==> src/rtl/sim_testutil_multidump.sv <==
// sim_testutil_multidump
//
// Simulation-only test helper that sits on the bus beside the core and RAM.
// Software programs NumRegions signature regions [BEGIN, END) through the
// device port. It then writes an exit code to HALT. The block walks every
// non-empty region and issues host reads with up to MaxOutstanding reads in
// flight. It prints each returned word and then reports completion.
//
// Register map (byte offsets, only the low DevAddrBits are decoded):
//   0x0          HALT      W   exit code, starts the dump
//   0x4          STATUS    R   {busy, done, 14'b0, words_dumped[15:0]}
//   0x10 + 8*i   BEGIN[i]  RW  region start (bits [1:0] forced to 0)
//   0x14 + 8*i   END[i]    RW  region end, exclusive (bits [1:0] forced to 0)
//
// Ports:
//   clk_i, rst_ni          clock, asynchronous active-low reset
//   dev_*                  device port; every request gets a response
//                          (rvalid/rdata/err) on the following cycle
//   host_req_o/gnt_i       host read request handshake, addr held until granted
//   host_rvalid_i/rdata_i  in-order read returns
//   done_o                 sticky completion flag
//   exit_code_o            value written to HALT
//
// Configuration:
//   SIM_TESTUTIL_FINISH_EN  when defined, the simulation ends one cycle after
//                           DONE with $finish(exit_code != 0 ? 1 : 0).
//                           When undefined, the block stays in DONE.

module sim_testutil_multidump #(
    parameter int unsigned NumRegions     = 2,
    parameter int unsigned MaxOutstanding = 2,
    parameter int unsigned DevAddrBits    = 10
) (
    input  logic        clk_i,
    input  logic        rst_ni,
    input  logic        dev_req_i,
    input  logic        dev_we_i,
    input  logic [31:0] dev_addr_i,
    input  logic [31:0] dev_wdata_i,
    input  logic [3:0]  dev_be_i,
    output logic        dev_rvalid_o,
    output logic [31:0] dev_rdata_o,
    output logic        dev_err_o,
    output logic        host_req_o,
    input  logic        host_gnt_i,
    input  logic        host_rvalid_i,
    output logic [31:0] host_addr_o,
    input  logic [31:0] host_rdata_i,
    output logic        done_o,
    output logic [31:0] exit_code_o
);

    localparam int unsigned IdxW = $clog2(NumRegions + 1);
    localparam int unsigned OutW = $clog2(MaxOutstanding + 1);

    typedef enum logic [2:0] {
        StIdle,
        StNext,
        StReq,
        StDrain,
        StDone
    } state_e;

    state_e          state_q, state_d;
    logic [IdxW-1:0] idx_q, idx_d;
    logic [31:0]     addr_q, addr_d;
    logic [31:0]     exit_code_q, exit_code_d;
    logic [OutW-1:0] out_q, out_d;
    logic [15:0]     words_q;
    logic [31:0]     begin_q [NumRegions];
    logic [31:0]     end_q   [NumRegions];

    logic            dev_rvalid_q, dev_err_q;
    logic [31:0]     dev_rdata_q;

    // ---------------------------------------------------------------
    // Device-port decode
    // ---------------------------------------------------------------
    logic [31:0]           dec_addr;
    logic                  is_halt, is_status, rgn_hit;
    logic [NumRegions-1:0] begin_hit, end_hit;
    logic                  busy, done;
    logic                  dev_err_c, dev_wr_ok;
    logic [31:0]           rd_c;

    // Upper address bits are ignored; (1 << 32) wraps to 0 so a full-width
    // decode still yields an all-ones mask.
    assign dec_addr  = dev_addr_i & ((32'd1 << DevAddrBits) - 32'd1);
    assign is_halt   = (dec_addr == 32'h0);
    assign is_status = (dec_addr == 32'h4);

    always_comb begin
        begin_hit = '0;
        end_hit   = '0;
        for (int i = 0; i < NumRegions; i++) begin
            begin_hit[i] = (dec_addr == 32'h10 + 32'(i) * 32'd8);
            end_hit[i]   = (dec_addr == 32'h14 + 32'(i) * 32'd8);
        end
    end

    assign rgn_hit = (|begin_hit) | (|end_hit);
    assign busy    = (state_q == StNext) || (state_q == StReq) || (state_q == StDrain);
    assign done    = (state_q == StDone);

    // Any error suppresses every side effect of the access.
    assign dev_err_c = (dev_be_i != 4'hF)
                     || !(is_halt || is_status || rgn_hit)
                     || (dev_we_i && is_status)
                     || (!dev_we_i && is_halt)
                     || (dev_we_i && busy);
    assign dev_wr_ok = dev_req_i && dev_we_i && !dev_err_c;

    always_comb begin
        rd_c = '0;
        if (is_status) begin
            rd_c = {busy, done, 14'b0, words_q};
        end
        for (int i = 0; i < NumRegions; i++) begin
            if (begin_hit[i]) rd_c = begin_q[i];
            if (end_hit[i])   rd_c = end_q[i];
        end
    end

    always_ff @(posedge clk_i or negedge rst_ni) begin
        if (!rst_ni) begin
            dev_rvalid_q <= 1'b0;
            dev_err_q    <= 1'b0;
            dev_rdata_q  <= '0;
        end else begin
            dev_rvalid_q <= dev_req_i;
            dev_err_q    <= dev_req_i && dev_err_c;
            dev_rdata_q  <= (dev_req_i && !dev_we_i && !dev_err_c) ? rd_c : 32'h0;
        end
    end

    always_ff @(posedge clk_i or negedge rst_ni) begin
        if (!rst_ni) begin
            for (int i = 0; i < NumRegions; i++) begin
                begin_q[i] <= '0;
                end_q[i]   <= '0;
            end
        end else if (dev_wr_ok) begin
            for (int i = 0; i < NumRegions; i++) begin
                if (begin_hit[i]) begin_q[i] <= {dev_wdata_i[31:2], 2'b00};
                if (end_hit[i])   end_q[i]   <= {dev_wdata_i[31:2], 2'b00};
            end
        end
    end

    // ---------------------------------------------------------------
    // Dump sequencer
    // ---------------------------------------------------------------
    logic [31:0] cur_begin, cur_end;
    logic        host_hs, rv_acc;

    always_comb begin
        cur_begin = '0;
        cur_end   = '0;
        for (int i = 0; i < NumRegions; i++) begin
            if (idx_q == IdxW'(i)) begin
                cur_begin = begin_q[i];
                cur_end   = end_q[i];
            end
        end
    end

    assign host_req_o = (state_q == StReq) && (out_q < OutW'(MaxOutstanding));
    assign host_hs    = host_req_o && host_gnt_i;
    // A return with nothing in flight is treated as noise.
    assign rv_acc     = host_rvalid_i && (out_q != '0);

    always_comb begin
        state_d     = state_q;
        idx_d       = idx_q;
        addr_d      = addr_q;
        exit_code_d = exit_code_q;
        unique case (state_q)
            StIdle: begin
                if (dev_wr_ok && is_halt) begin
                    state_d     = StNext;
                    idx_d       = '0;
                    exit_code_d = dev_wdata_i;
                end
            end
            StNext: begin
                if (idx_q == IdxW'(NumRegions)) begin
                    state_d = StDrain;
                end else if (cur_end <= cur_begin) begin
                    idx_d = idx_q + IdxW'(1);
                end else begin
                    addr_d  = cur_begin;
                    state_d = StReq;
                end
            end
            StReq: begin
                if (host_hs) begin
                    addr_d = addr_q + 32'd4;
                    if (addr_q + 32'd4 == cur_end) begin
                        idx_d   = idx_q + IdxW'(1);
                        state_d = StNext;
                    end
                end
            end
            StDrain: begin
                if (out_q == '0) state_d = StDone;
            end
            StDone: begin
                // Sticky until reset; later HALT writes are accepted and ignored.
            end
            default: state_d = StIdle;
        endcase
    end

    always_comb begin
        out_d = out_q;
        if (host_hs && !rv_acc)      out_d = out_q + OutW'(1);
        else if (!host_hs && rv_acc) out_d = out_q - OutW'(1);
    end

    always_ff @(posedge clk_i or negedge rst_ni) begin
        if (!rst_ni) begin
            state_q     <= StIdle;
            idx_q       <= '0;
            addr_q      <= '0;
            exit_code_q <= '0;
            out_q       <= '0;
            words_q     <= '0;
        end else begin
            state_q     <= state_d;
            idx_q       <= idx_d;
            addr_q      <= addr_d;
            exit_code_q <= exit_code_d;
            out_q       <= out_d;
            if (rv_acc && (words_q != 16'hFFFF)) words_q <= words_q + 16'd1;
        end
    end

    assign dev_rvalid_o = dev_rvalid_q;
    assign dev_rdata_o  = dev_rdata_q;
    assign dev_err_o    = dev_err_q;
    assign host_addr_o  = addr_q;
    assign done_o       = done;
    assign exit_code_o  = exit_code_q;

    // ---------------------------------------------------------------
    // Simulation reporting
    // ---------------------------------------------------------------
`ifndef SYNTHESIS
    always_ff @(posedge clk_i) begin
        if (rst_ni) begin
            if (rv_acc) begin
                $display("SIGNATURE: 0x%08x", host_rdata_i);
            end
            if ((state_q == StDrain) && (state_d == StDone)) begin
                $display("sim_testutil_multidump: exit code 0x%08x, %0d words dumped",
                         exit_code_q, words_q);
            end
`ifdef SIM_TESTUTIL_FINISH_EN
            if (state_q == StDone) begin
                if (exit_code_q != 32'h0) $finish(1);
                else                      $finish(0);
            end
`endif
        end
    end
`endif

endmodule
==> config.mk <==
export PLATFORM = sky130hd
export DESIGN_NAME = sim_testutil_multidump
export DESIGN_NICKNAME = d
export VERILOG_FILES = /design/src/rtl/sim_testutil_multidump.sv
export SDC_FILE = /design/constraint.sdc
export NUM_CORES = 1
export LEC_CHECK = 0
export CAP_MARGIN = 15
export CORE_AREA = 4 4 175 177
export CTS_CLUSTER_DIAMETER = 60
export DETAILED_ROUTE_END_ITERATION = 16
export DIE_AREA = 0 0 179 181
export PLACE_DENSITY = 0.68
export SETUP_SLACK_MARGIN = 0.2
export SLEW_MARGIN = 20
export SYNTH_ARGS = -nofsm -noshare
export SYNTH_HDL_FRONTEND = slang
export SYNTH_SLANG_ARGS = --single-unit
==> constraint.sdc <==
create_clock -name clk_i -period 12.05 [get_ports clk_i]
set_clock_uncertainty 0.2 [all_clocks]
set_input_delay 1.8075 -clock clk_i [delete_from_list [all_inputs] [get_ports clk_i]]
set_output_delay 1.8075 -clock clk_i [all_outputs]
set_load 0.01 [all_outputs]
Word level (Yosys, flattened, before mapping)
Index checks and enable logic that the tools add are counted.
{ "classes": {"eq_ne": 22, "n_shift": 0, "bitwise": 2, "n_mul": 0, "n_reduce_logical": 46, "div_mod_pow": 0, "n_mux": 29, "n_addsub": 5, "n_lt_le_gt_ge": 2} }
{ "op_table": {"columns": ["operator", "n"], "rows": [
  ["32-bit two-way mux", 13],
  ["32-bit case mux with 2 select lines", 1],
  ["10-bit by 5-bit == test with 1-bit output (second input constant)", 4],
  ["32-bit by 3-bit adder with 32-bit output (second input constant)", 1],
  ["32-bit == test", 1],
  ["32-bit <= comparator", 1],
  ["32-bit logical NOT", 1],
  ["3-bit two-way mux", 6],
  ["16-bit by 1-bit adder with 16-bit output (second input constant)", 1],
  ["16-bit inequality test (second input constant)", 1],
  ["1-bit logical AND", 15],
  ["3-bit case mux with 5 select lines", 1],
  ["2-bit two-way mux", 7],
  ["6-bit AND reduction", 2],
  ["10-bit by 3-bit == test with 1-bit output (second input constant)", 1],
  ["2-bit AND reduction", 5],
  ["1-bit logical OR", 8],
  ["2-bit inequality test (second input constant)", 4],
  ["3-bit by 2-bit == test with 1-bit output (second input constant)", 2],
  ["2-bit by 1-bit inequality test with 1-bit output (second input constant)", 3],
  ["2-bit case mux with 3 select lines", 1],
  ["2-bit nonzero test", 3],
  ["1-bit logical NOT", 5],
  ["2-bit by 1-bit adder with 2-bit output (second input constant)", 2],
  ["other kinds (15)", 17]
]} }
{ "totals": {"regBits": 241, "ramBits": 0, "latchBits": 0, "mem_count": 0, "mem_bits_ro": 0, "output_inout_bits": 100, "wordCells": 119} }

Longest topological paths before layout
{ "logic_depth": {"depth_word": 14, "depth_mapped": 19} }

Worst setup path after synthesis
OpenSTA, ideal clock, no wires.
{ "synth_timing": {"path_type": "reg2reg", "start": "register idx_q[1]", "end": "register addr_q[2], in the netlist host_addr_o[2]", "required_ps": 11726, "stages_incl_launch_ff": 18, "path_slack_ps": 7900, "setup_time_ps": 124, "t_arrival_ps": 3826, "cell_sequence": "dfrtp_1 -> inv_1 -> ha_1 -> buf_2 -> buf_1 -> buf_1 -> clkbuf_1 -> a21oi_1 -> ha_1 -> a21o_1 -> a221o_1 -> a22oi_1 -> nand4_1 -> o211ai_1 -> o2bb2ai_1 -> clkbuf_1 -> nor2_1 -> a211o_1"} }
{ "synth_via": {"elab_chain_len": 6} }
{ "synth_lines": {"columns": ["element", "line", "text"], "rows": [
  ["start: declaration", "65", "logic [IdxW-1:0] idx_q, idx_d;"],
  ["start signal: assignment", "230", "idx_q <= idx_d;"],
  ["2-bit logical NOT", "160", "if (idx_q == IdxW'(i)) begin"],
  ["32-bit two-way mux (2 in series)", "160", null],
  ["32-bit <= comparator / 32-bit two-way mux (equally long branches)", "188", "end else if (cur_end <= cur_begin) begin"],
  ["2-bit inequality test (no source line) / 32-bit two-way mux (equally long branches)", null, null],
  ["4-bit AND reduction (no source line) / 32-bit case mux with 2 select lines (equally long branches)", null, null],
  ["end signal: assignment", "231", "addr_q <= addr_d;"],
  ["end: declaration", "66", "logic [31:0] addr_q, addr_d;"]
]} }
Parallel ways exist; a longest one is shown, timed or not. The select of a mux whose other input is x is not followed.
A chain may end at the register's enable or synchronous reset.

Worst setup path after layout
{ "layout_timing": {"start": "register idx_q[0]", "end": "register addr_q[2], in the netlist host_addr_o[2]"} }
Same word-level chain as after synthesis.

==> impl_metrics.yaml <==
drt:
  wl_per_cell_um: 20.9
  post_drt_via_cell_ratio: 5.84
  drtIter0Drc: 769
  drcViolationCount: 0
  totalWireLength_um: 36200
  ant_nets: 0
  dr_total_vias: 10100
  first_pass_iters: 7
global_routing:
  grt_pass1_wl_um: 56800
  grt_util_all_layers: 0.220
  grt_pass1_vias: 10000
  antenna_found_initial: 0
  grt_overflow: 0
  grt_start_max_net_pins: 97
cts:
  clock-root-buffer: "clkbuf_16"
  cts.hold.buffers_added: 0
  cts_made_buffers: 31
  clock-sinks: 239
  clk_pin_slew_worst_paths_ns: 0.06
  htreeDepth: 1
  clkLatencyLatePin_ns: 0.57
  cts_setup_buffers: 0
  clk_path_buf_depth: 3
  cts_tree: "built"
  post_cts_resize_count: 0
final_layout:
  final_layout_size_suffix_gt1_frac: 0.194
  nNetsFinal: 1461
  antenna_cells: 0
  fill_cells: 2560
  area_delta_synth_final_pct: 21.7
setup_path:
  arrival_ns: 5.54
  crit_type: "reg2reg"
  start_kind: "flop"
  worstPathMaxFanout: 61
  cp-end-kind: "flop"
  cp.required_ns: 12.30
floorplan:
  die_h_um: 181
  rows: 63
  die_w_um: 179
  die_area_sq_um: 32400
  core-area_sq_um: 29200
  initial_core_util: 0.441
  ios: 206
placement:
  port_buffers: 149
  pre_cts_slack_ns: 6.30
  dp.final_hpwl_um: 24900
  gp_congestion: 0.904
synthesis:
  synth.avg_cell_area_sq_um: 10.7
  synth.distinct_cells: 76
  synth_area_sq_um: 12900
  synthArstFlopShare: 1.00
  synth-seq-cells: 239
  synth-seq-area-share: 0.464
  yosysWarnings: 0
  synth_cells: 1200
  yosys_most_used_dff: "dfrtp_1"
  synth_edf_count: 0
power_and_ir_drop:
  power.leakage_nw: 7.08
  ir_drop_v: 0.000107
  p_per_area_nw_per_um2: 162
  report.power.total_mw: 2.54
hold_path:
  hold_class: "reg2reg"
sta:
  tns_ns: 0
  final_max_slew_viol_count: 0
  final.setup.worst_slack_ns: 6.76
  period_needed_ns: 5.29
  max_slew.worst_pin.slew_ns: 1.01
  max_freq_mhz: 189
  min_period_over_period: 0.439
  rsz0062_at_grt: "false"
  setup_viol: 0
  hold_viol: 0
  max_slew_margin: 0.323
job:
  drv_cap: 0
run_status:
  status: "complete, no violations"
-- placed cells by master (no fill, tap or decap), drive strengths merged, types with 22 or more instances in the layout --
master and count:
dfrtp 239, nor2 87, ha 36, clkdlybuf4s50 147, nand3 37, a21oi 99
mux2 153, o22a 27, xnor2 35, nor3 22, and3 29, clkbuf 43
inv 32, nand2 106
-- worst paths after layout --
path	depth (start not counted)	start	slack [ns]	endpoint
max	16	idx_q[0]	6.76	host_addr_o[2]
max reg2reg	16	idx_q[0]	6.76	host_addr_o[2]
min reg2reg	1	exit_code_o[15]	0.31	exit_code_o[15]
min in group asynchronous	1	rst_ni	1.09	dev_rdata_o[26]
max in group asynchronous	3	rst_ni	8.23	words_q[0]
min	1	exit_code_o[15]	0.31	exit_code_o[15]
-- power by group --
group / switching [mW] / leakage [nW] / internal (mW)
logic: 0.363 / 3.33 / 0.290
registers: 0.132 / 3.27 / 0.868
clock network: 0.368 / 0.487 / 0.516
-- synthesized netlist by cell type (5+ instances only) --
| master | number | area, sq um |
|---|---|---|
| nand2_1 | 106 | 398 |
| mux2_2 | 153 | 1720 |
| buf_2 | 8 | 40.0 |
| o211ai_1 | 7 | 52.6 |
| a21o_1 | 5 | 37.5 |
| nand3_1 | 36 | 180 |
| ha_1 | 36 | 450 |
| o22a_1 | 27 | 236 |
| mux4_2 | 14 | 315 |
| nand4_1 | 17 | 106 |
| nor2_1 | 87 | 327 |
| xnor2_1 | 35 | 307 |
| and3_1 | 29 | 181 |
| a221o_1 | 15 | 150 |
| dfrtp_1 | 239 | 5980 |
| nor4_1 | 6 | 37.5 |
| a22o_1 | 18 | 158 |
| a21oi_1 | 99 | 495 |
| clkbuf_1 | 52 | 195 |
| o21ai_0 | 18 | 90.1 |
| and2_1 | 6 | 37.5 |
| a22oi_1 | 12 | 90.1 |
| o221ai_1 | 15 | 131 |
| nor3_1 | 22 | 110 |
| inv_1 | 23 | 86.3 |
| xor2_1 | 19 | 166 |
| buf_1 | 13 | 48.8 |
-- worst max-delay path, cell delays in order, from the launching register on --
cell and delay (ns):
dfrtp_1 0.40, inv_1 0.11, ha_2 0.17, buf_4 0.45, and2b_1 0.55, buf_4 0.37
a22o_1 0.34, ha_1 0.30, a21o_1 0.20, a221o_1 0.33, a22oi_1 0.17, nand4_1 0.11
o211ai_1 0.37, o2bb2ai_4 0.16, buf_4 0.51, nor3_1 0.09, a211o_1 0.28
-- through the flow --
| step | util | cell area (sq um) | cells | hold WS, ns |
|---|---|---|---|---|
| 3_5_place_dp | 0.503 | 14700 | 1676 | 0.297 |
| 2_1_floorplan | - | 12900 | 1201 | 0.260 |
| 4_1_cts | 0.536 | 15700 | 1732 | 0.311 |
| 3_3_place_gp | 0.503 | 14700 | 1676 | 0.286 |
| 5_1_grt | 0.536 | 15700 | 1732 | 0.320 |
| 6_report | 0.536 | 15700 | 1732 | 0.305 |
-- routing by layer --
| layer | vias to the layer above | global-route usage | share of wire |
|---|---|---|---|
| li1 | 4641 | - | - |
| met1 | 5115 | 0.314 | 0.45 |
| met2 | 313 | 0.345 | 0.46 |
| met3 | 52 | 0.0370 | 0.063 |
| met4 | 0 | 0.0675 | 0.031 |
| met5 | - | 0 | 0 |
-- final cells by class --
cell class | instances | area (sq um) | share of cell area
tap | 390 | 488 | 0.0311
inverter | 23 | 86.3 | 0.00551
timing repair buffer | 164 | 1600 | 0.102
clock buffer | 43 | 881 | 0.0562
clock inverter | 13 | 108 | 0.00686
multi-input combinational | 860 | 6530 | 0.417
sequential | 239 | 5980 | 0.381
-- flip-flops by register name (all words and copies together) (netlist names) --
| name | count |
|---|---|
| begin_q | 60 |
| out_q | 2 |
| dev_err_o | 1 |
| host_addr_o | 30 |
| idx_q | 2 |
| dev_rvalid_o | 1 |
| words_q | 16 |
| state_q | 3 |
| exit_code_o | 32 |
| end_q | 60 |
| dev_rdata_o | 32 |
-- kinds of logic (layout without fill, tap and decap cells) --
logic type | after synthesis | after routing | share of synthesized area
AOI/OAI and AO/OA | 254 | 254 | 0.138
and+or+nand+nor | 340 | 340 | 0.126
xor gates and xnor gates | 58 | 58 | 0.0438
adders and majority gates | 36 | 36 | 0.0350
muxes | 170 | 170 | 0.161
buffers and inverters | 102 | 243 | 0.0323
other | 1 | 2 | 0.000291
DFF | 239 | 239 | 0.464
Power figures use the tool's default switching activity.
